`config.mk`:
```
export PLATFORM = sky130hd
export DESIGN_NAME = upuart_tx_arb
export DESIGN_NICKNAME = d
export VERILOG_FILES = /design/src/rtl/upuart_tx_arb.sv
export SDC_FILE = /design/constraint.sdc
export NUM_CORES = 1
export LEC_CHECK = 0
export ABC_AREA = 1
export BUFFER_PORTS_ARGS = -buffer_cell sky130_fd_sc_hd__buf_2
export CAP_MARGIN = 25
export CORE_ASPECT_RATIO = 0.8
export CORE_MARGIN = 3
export CORE_UTILIZATION = 40
export CTS_CLUSTER_SIZE = 8
export DETAILED_ROUTE_END_ITERATION = 12
export GPL_ROUTABILITY_DRIVEN = 0
export HOLD_SLACK_MARGIN = 0.06
export PLACE_DENSITY = 0.65
export SYNTH_ARGS = -nofsm -noshare
export SYNTH_HDL_FRONTEND = slang
export SYNTH_SLANG_ARGS = --single-unit
```
`constraint.sdc`:
```
create_clock -name clk -period 2.74 [get_ports clk]
set_input_delay 0.548 -clock clk [delete_from_list [all_inputs] [get_ports clk]]
set_output_delay 0.548 -clock clk [all_outputs]
set_load 0.01 [all_outputs]
```
`src/rtl/upuart_tx_arb.sv`:
```
// upuart_tx_arb: round-robin arbiter that shares one upuart_tx between NREQ
// byte-stream requesters. An owner keeps the transmitter until it sends a
// byte flagged last, or until it has been stalled for TMO cycles.
module upuart_tx_arb #(
  parameter int NREQ = 4,
  parameter int TMO  = 1024,
  parameter int TMOW = 16
) (
  input  logic              clk,
  input  logic              nrst,
  input  logic [NREQ-1:0]   req_valid,
  input  logic [8*NREQ-1:0] req_data,
  input  logic [NREQ-1:0]   req_last,
  output logic [NREQ-1:0]   req_ready,
  input  logic              hold,
  input  logic              tx_busy,
  output logic [7:0]        tx_data,
  output logic              tx_wr,
  output logic [2:0]        owner,
  output logic              locked
);

  typedef enum logic [1:0] {S_IDLE, S_LOCK, S_SEND, S_GUARD} state_e;

  localparam logic [TMOW-1:0] TMO_W = TMOW'(TMO);

  state_e          state_q;
  logic [2:0]      owner_q;
  logic            locked_q;
  logic [7:0]      tx_data_q;
  logic            tx_wr_q;
  logic [TMOW-1:0] cnt_q;

  // Requester buses widened to the 8-requester maximum so a 3-bit index
  // is always in range regardless of NREQ.
  logic [7:0]  vld8;
  logic [7:0]  last8;
  logic [63:0] data64;

  assign vld8   = 8'(req_valid);
  assign last8  = 8'(req_last);
  assign data64 = 64'(req_data);

  logic [2:0] rr_sel;
  logic       rr_hit;
  logic [3:0] cand;

  // Round-robin search starting just after the current/last owner.
  always_comb begin
    rr_sel = '0;
    rr_hit = 1'b0;
    cand   = '0;
    for (int k = 1; k <= NREQ; k++) begin
      cand = {1'b0, owner_q} + 4'(k);
      if (cand >= 4'(NREQ)) cand = cand - 4'(NREQ);
      if (!rr_hit && vld8[cand[2:0]]) begin
        rr_hit = 1'b1;
        rr_sel = cand[2:0];
      end
    end
  end

  logic [2:0] sel;
  logic       accept;
  logic [7:0] rdy8;
  logic [7:0] sel_byte;
  logic       sel_last;
  logic       tmo_fire;

  // While locked only the owner is eligible; otherwise rotation decides.
  // In IDLE with no valid requester rr_sel is 0 and vld8[0] is 0, so the
  // accept term below naturally stays low.
  always_comb begin
    sel      = (state_q == S_LOCK) ? owner_q : rr_sel;
    accept   = nrst && ((state_q == S_IDLE) || (state_q == S_LOCK)) &&
               !tx_busy && !hold && vld8[sel];
    rdy8     = accept ? (8'd1 << sel) : 8'd0;
    sel_byte = data64[{sel, 3'b000} +: 8];
    sel_last = last8[sel];
    // Fires on the TMO-th stalled cycle, so the counter never reaches TMO
    // and cannot wrap.
    tmo_fire = (TMO != 0) && (cnt_q == TMO_W - TMOW'(1));
  end

  assign req_ready = rdy8[NREQ-1:0];

  // Arbiter FSM with registered transmitter interface, owner and lock flag.
  always_ff @(posedge clk or negedge nrst) begin
    if (!nrst) begin
      state_q   <= S_IDLE;
      owner_q   <= 3'(NREQ - 1);
      locked_q  <= 1'b0;
      tx_data_q <= 8'h00;
      tx_wr_q   <= 1'b0;
      cnt_q     <= '0;
    end else begin
      case (state_q)
        S_IDLE: begin
          if (accept) begin
            owner_q   <= sel;
            tx_data_q <= sel_byte;
            tx_wr_q   <= 1'b1;
            locked_q  <= ~sel_last;
            cnt_q     <= '0;
            state_q   <= S_SEND;
          end
        end
        S_LOCK: begin
          if (accept) begin
            tx_data_q <= sel_byte;
            tx_wr_q   <= 1'b1;
            locked_q  <= ~sel_last;
            cnt_q     <= '0;
            state_q   <= S_SEND;
          end else if (tmo_fire) begin
            // Owner is kept so the stalled requester ranks last next time.
            locked_q <= 1'b0;
            cnt_q    <= '0;
            state_q  <= S_IDLE;
          end else if (TMO != 0) begin
            cnt_q <= cnt_q + TMOW'(1);
          end
        end
        S_SEND: begin
          tx_wr_q <= 1'b0;
          state_q <= S_GUARD;
        end
        S_GUARD: begin
          // Covers the cycle before upuart_tx reflects the write on tx_busy.
          state_q <= locked_q ? S_LOCK : S_IDLE;
        end
        default: state_q <= S_IDLE;
      endcase
    end
  end

  assign tx_data = tx_data_q;
  assign tx_wr   = tx_wr_q;
  assign owner   = owner_q;
  assign locked  = locked_q;

endmodule

```
==> summary.txt <==
Route
  – Drt drc: 0
  – Final ANT Viol Nets: 0
  – Routed WL: 5900 µm
  – Vias per inst: 4.92
  – Wire per inst: 12.2 µm
  – Drt first pass iters: 4
  – Initial DRC count: 103
  – Vias: 2373

STA
  – Slew HR: 0.738
  – Setup TNS: -1.05 ns
  – Final hold violation count: 0
  – Worst setup margin: -0.272 ns
  – Actual slew at the worst max-slew pin: 0.390 ns
  – Setup Skew: 0.00616 ns
  – Fin crit share: 1.10
  – Slew Viols, Final: 0
  – Max Fclk: 332 MHz
  – Final min period: 3.01 ns
  – Final setup viols: 4
  – RSZ-0062 raised after global routing: yes

Layout
  – Fillcell total: 548
  – Most frequent cells in the layout: nand2_1 (122), buf_2 (60), nand3_1 (41), dfrtp_1 (29), inv_1 (26)
  – N_diodes: 0
  – Nets: 453
  – Fin cells: 482
  – Fraction of final layout cells with drive strength greater than 1: 0.287
  – Commonest non-fill, non-tap cell in the layout: nand2_1
  – Synth-to-layout area growth: 29.9%
  – Final core area utilization: 0.560

CTS
  – TritonCTS Buffers: 5
  – Clock latency at the later pin of the worst-skew pair: 0.29 ns
  – Clk slew on worst S/H paths: 0.07 ns
  – # H-tree levels: 2
  – CTS tree: yes
  – Root Buffer: clkbuf_8
  – CTS Sinks: 31
  – CTS max path bufs: 2
  – Cts hold-fix bufs: 0

GRT
  – GR Overflow Total: 0
  – Initial antenna violation count: 0
  – Largest net degree at the start of global routing: 32
  – Number of global-route vias before repair: 2113
  – First-pass GRT wire length: 9490 µm
  – Gr usage total: 0.175

Synthesis
  – Share of the synthesized area in the top cell type: 0.322
  – Synth Flop Type: dfrtp_1
  – Syn nets: 382
  – Synth warnings: 0
  – Synth unique cells: 28
  – Yosys top cell by area: dfrtp_1
  – Sequential area share after synthesis: 0.345
  – Top cells by area, synth: dfrtp_1 (32%), nand2_1 (21%), nand3_1 (10%), xor2_1 (4.7%), inv_1 (4.5%)
  – Asr flop ratio synth: 1.00
  – Register bit total from synthesis: 31
  – Mapped Area: 2260 µm²
  – Cells after synthesis: 335
  – Post-synth EDFFs: 0
  – Syn avg cell area: 6.74 µm²

Floorplanning
  – Die width: 90.0 µm
  – Placeable Area: 5240 µm²
  – Full die area: 6590 µm²
  – Die Y: 73.2 µm
  – Number of cell rows: 23
  – Initial core utilization: 0.431
  – I/O pin count: 61

Worst setup path
  – CP Class: reg -> out
  – Slowest cell on crit path: dfstp_2
  – Cell Chain, Critical Path: inv_6 -> ha_4 -> inv_4 -> nand3_2 -> nand3_2 -> nand3_4 -> nand2_4 -> nand2_1 -> nand3_1 -> nand2_2 -> inv_2 -> buf_4 -> nor3_4 -> buf_2
  – CP Max Fanout: 11
  – Max incr delay on CP: 0.61 ns
  – Top delay family on crit path: simple AND/OR/NAND/NOR gates
  – Critical path's most frequent cell: nand3_2
  – CP endpoint kind: primary output
  – Worst Path Buf+Inv: 5
  – CP startpoint kind: register
  – Worst path required time: 2.19 ns
  – CP arrival: 2.46 ns

Job
  – Max Cap Viol: 0

Power
  – Final Power: 3.62 mW
  – Max VDD drop: 0.562 mV
  – Pleak: 1.58 nW
  – P per Cell Area: 1240 nW/µm²

Run status
  – Failing checks: negative setup slack
  – Status: finished with violations

Place
  – Port Buffers: 60
  – Placed Cells: 470
  – Worst slack at placement: 0.0237 ns
  – Detailed placer's ending HPWL: 4360 µm

Hold path
  – Hold Path Class: in -> async
synthesized netlist by cell type, drive strengths merged (3+ instances only):
library cell,count
nand3,48
nor4,3
dfrtp,29
buf,13
nand4,3
o21ai,25
nor3,10
nand2,134
ha,3
nor2,14
inv,32
xor2,12
power by group:
part	total (mW)	leakage, nW	switching, mW	internal (mW)
Combinational	2.47	1.11	1.56	0.910
Clock	0.475	0.0612	0.181	0.294
Sequential	0.672	0.406	0.0908	0.581
Total	3.62	1.58	1.84	1.79
worst paths after layout:
path,startpoint,endpoint,slack (ns),cells past startpoint
worst max-delay path,owner[0]$_DFFE_PN1P_,req_ready[0],-0.27,14
worst min-delay path,nrst,tx_wr$_DFFE_PN0P_,0.28,2
worst max register to register,owner[0]$_DFFE_PN1P_,cnt_q[5]$_DFFE_PN0P_,0.09,18
worst min register to register,tx_data[1]$_DFFE_PN0P_,tx_data[1]$_DFFE_PN0P_,0.50,2
max in group asynchronous,nrst,owner[1]$_DFFE_PN1P_,2.15,2
min in group clk,tx_data[1]$_DFFE_PN0P_,tx_data[1]$_DFFE_PN0P_,0.50,2
layout make-up:
type | instances | area, µm² | share of cell area
clock buffers | 6 | 82.6 | 0.0282
clock inverters | 2 | 35.0 | 0.0120
inverters | 32 | 128 | 0.0435
multi-input cells | 259 | 1380 | 0.469
flip-flops and latches | 31 | 778 | 0.265
well taps | 75 | 93.8 | 0.0320
repair buffers | 77 | 439 | 0.150
logic make-up (layout without fill, tap and decap cells):
group | Yosys count | after routing | synth area share
AO/OA/AOI/OAI | 29 | 29 | 0.0676
XOR/XNOR | 13 | 13 | 0.0504
adder cells (fa/ha/maj) | 3 | 3 | 0.0166
buffers and inverters | 45 | 117 | 0.0959
flip-flops | 31 | 31 | 0.345
AND/OR/NAND/NOR | 214 | 214 | 0.425
per-stage QoR:
step	cell area (µm²)	hold WS, ns
6_report	2930	0.284
3_3_place_gp	2720	0.469
5_1_grt	2930	0.321
3_5_place_dp	2720	0.482
4_1_cts	2850	0.299
2_1_floorplan	2320	0.252
flip-flops by register name, indices dropped and copies added, names as in the netlist:
signal	cells
locked	1
tx_data	8
state_q	2
owner	3
tx_wr	1
cnt_q	16
layer usage:
layer / track usage / vias to the layer above / part of all wire
met4: 0.0560 / 0 / 0.022
li1: - / 1215 / -
met1: 0.233 / 1091 / 0.47
met5: 0 / - / 0
met3: 0.0340 / 15 / 0.041
met2: 0.291 / 52 / 0.46
timing repair:
action	CTS	global route
buffers inserted	2	2
setup endpoints to repair	4	26
pin swaps	9	7
resized for setup	1	13
No activity file was read; power rests on OpenSTA's default activity.
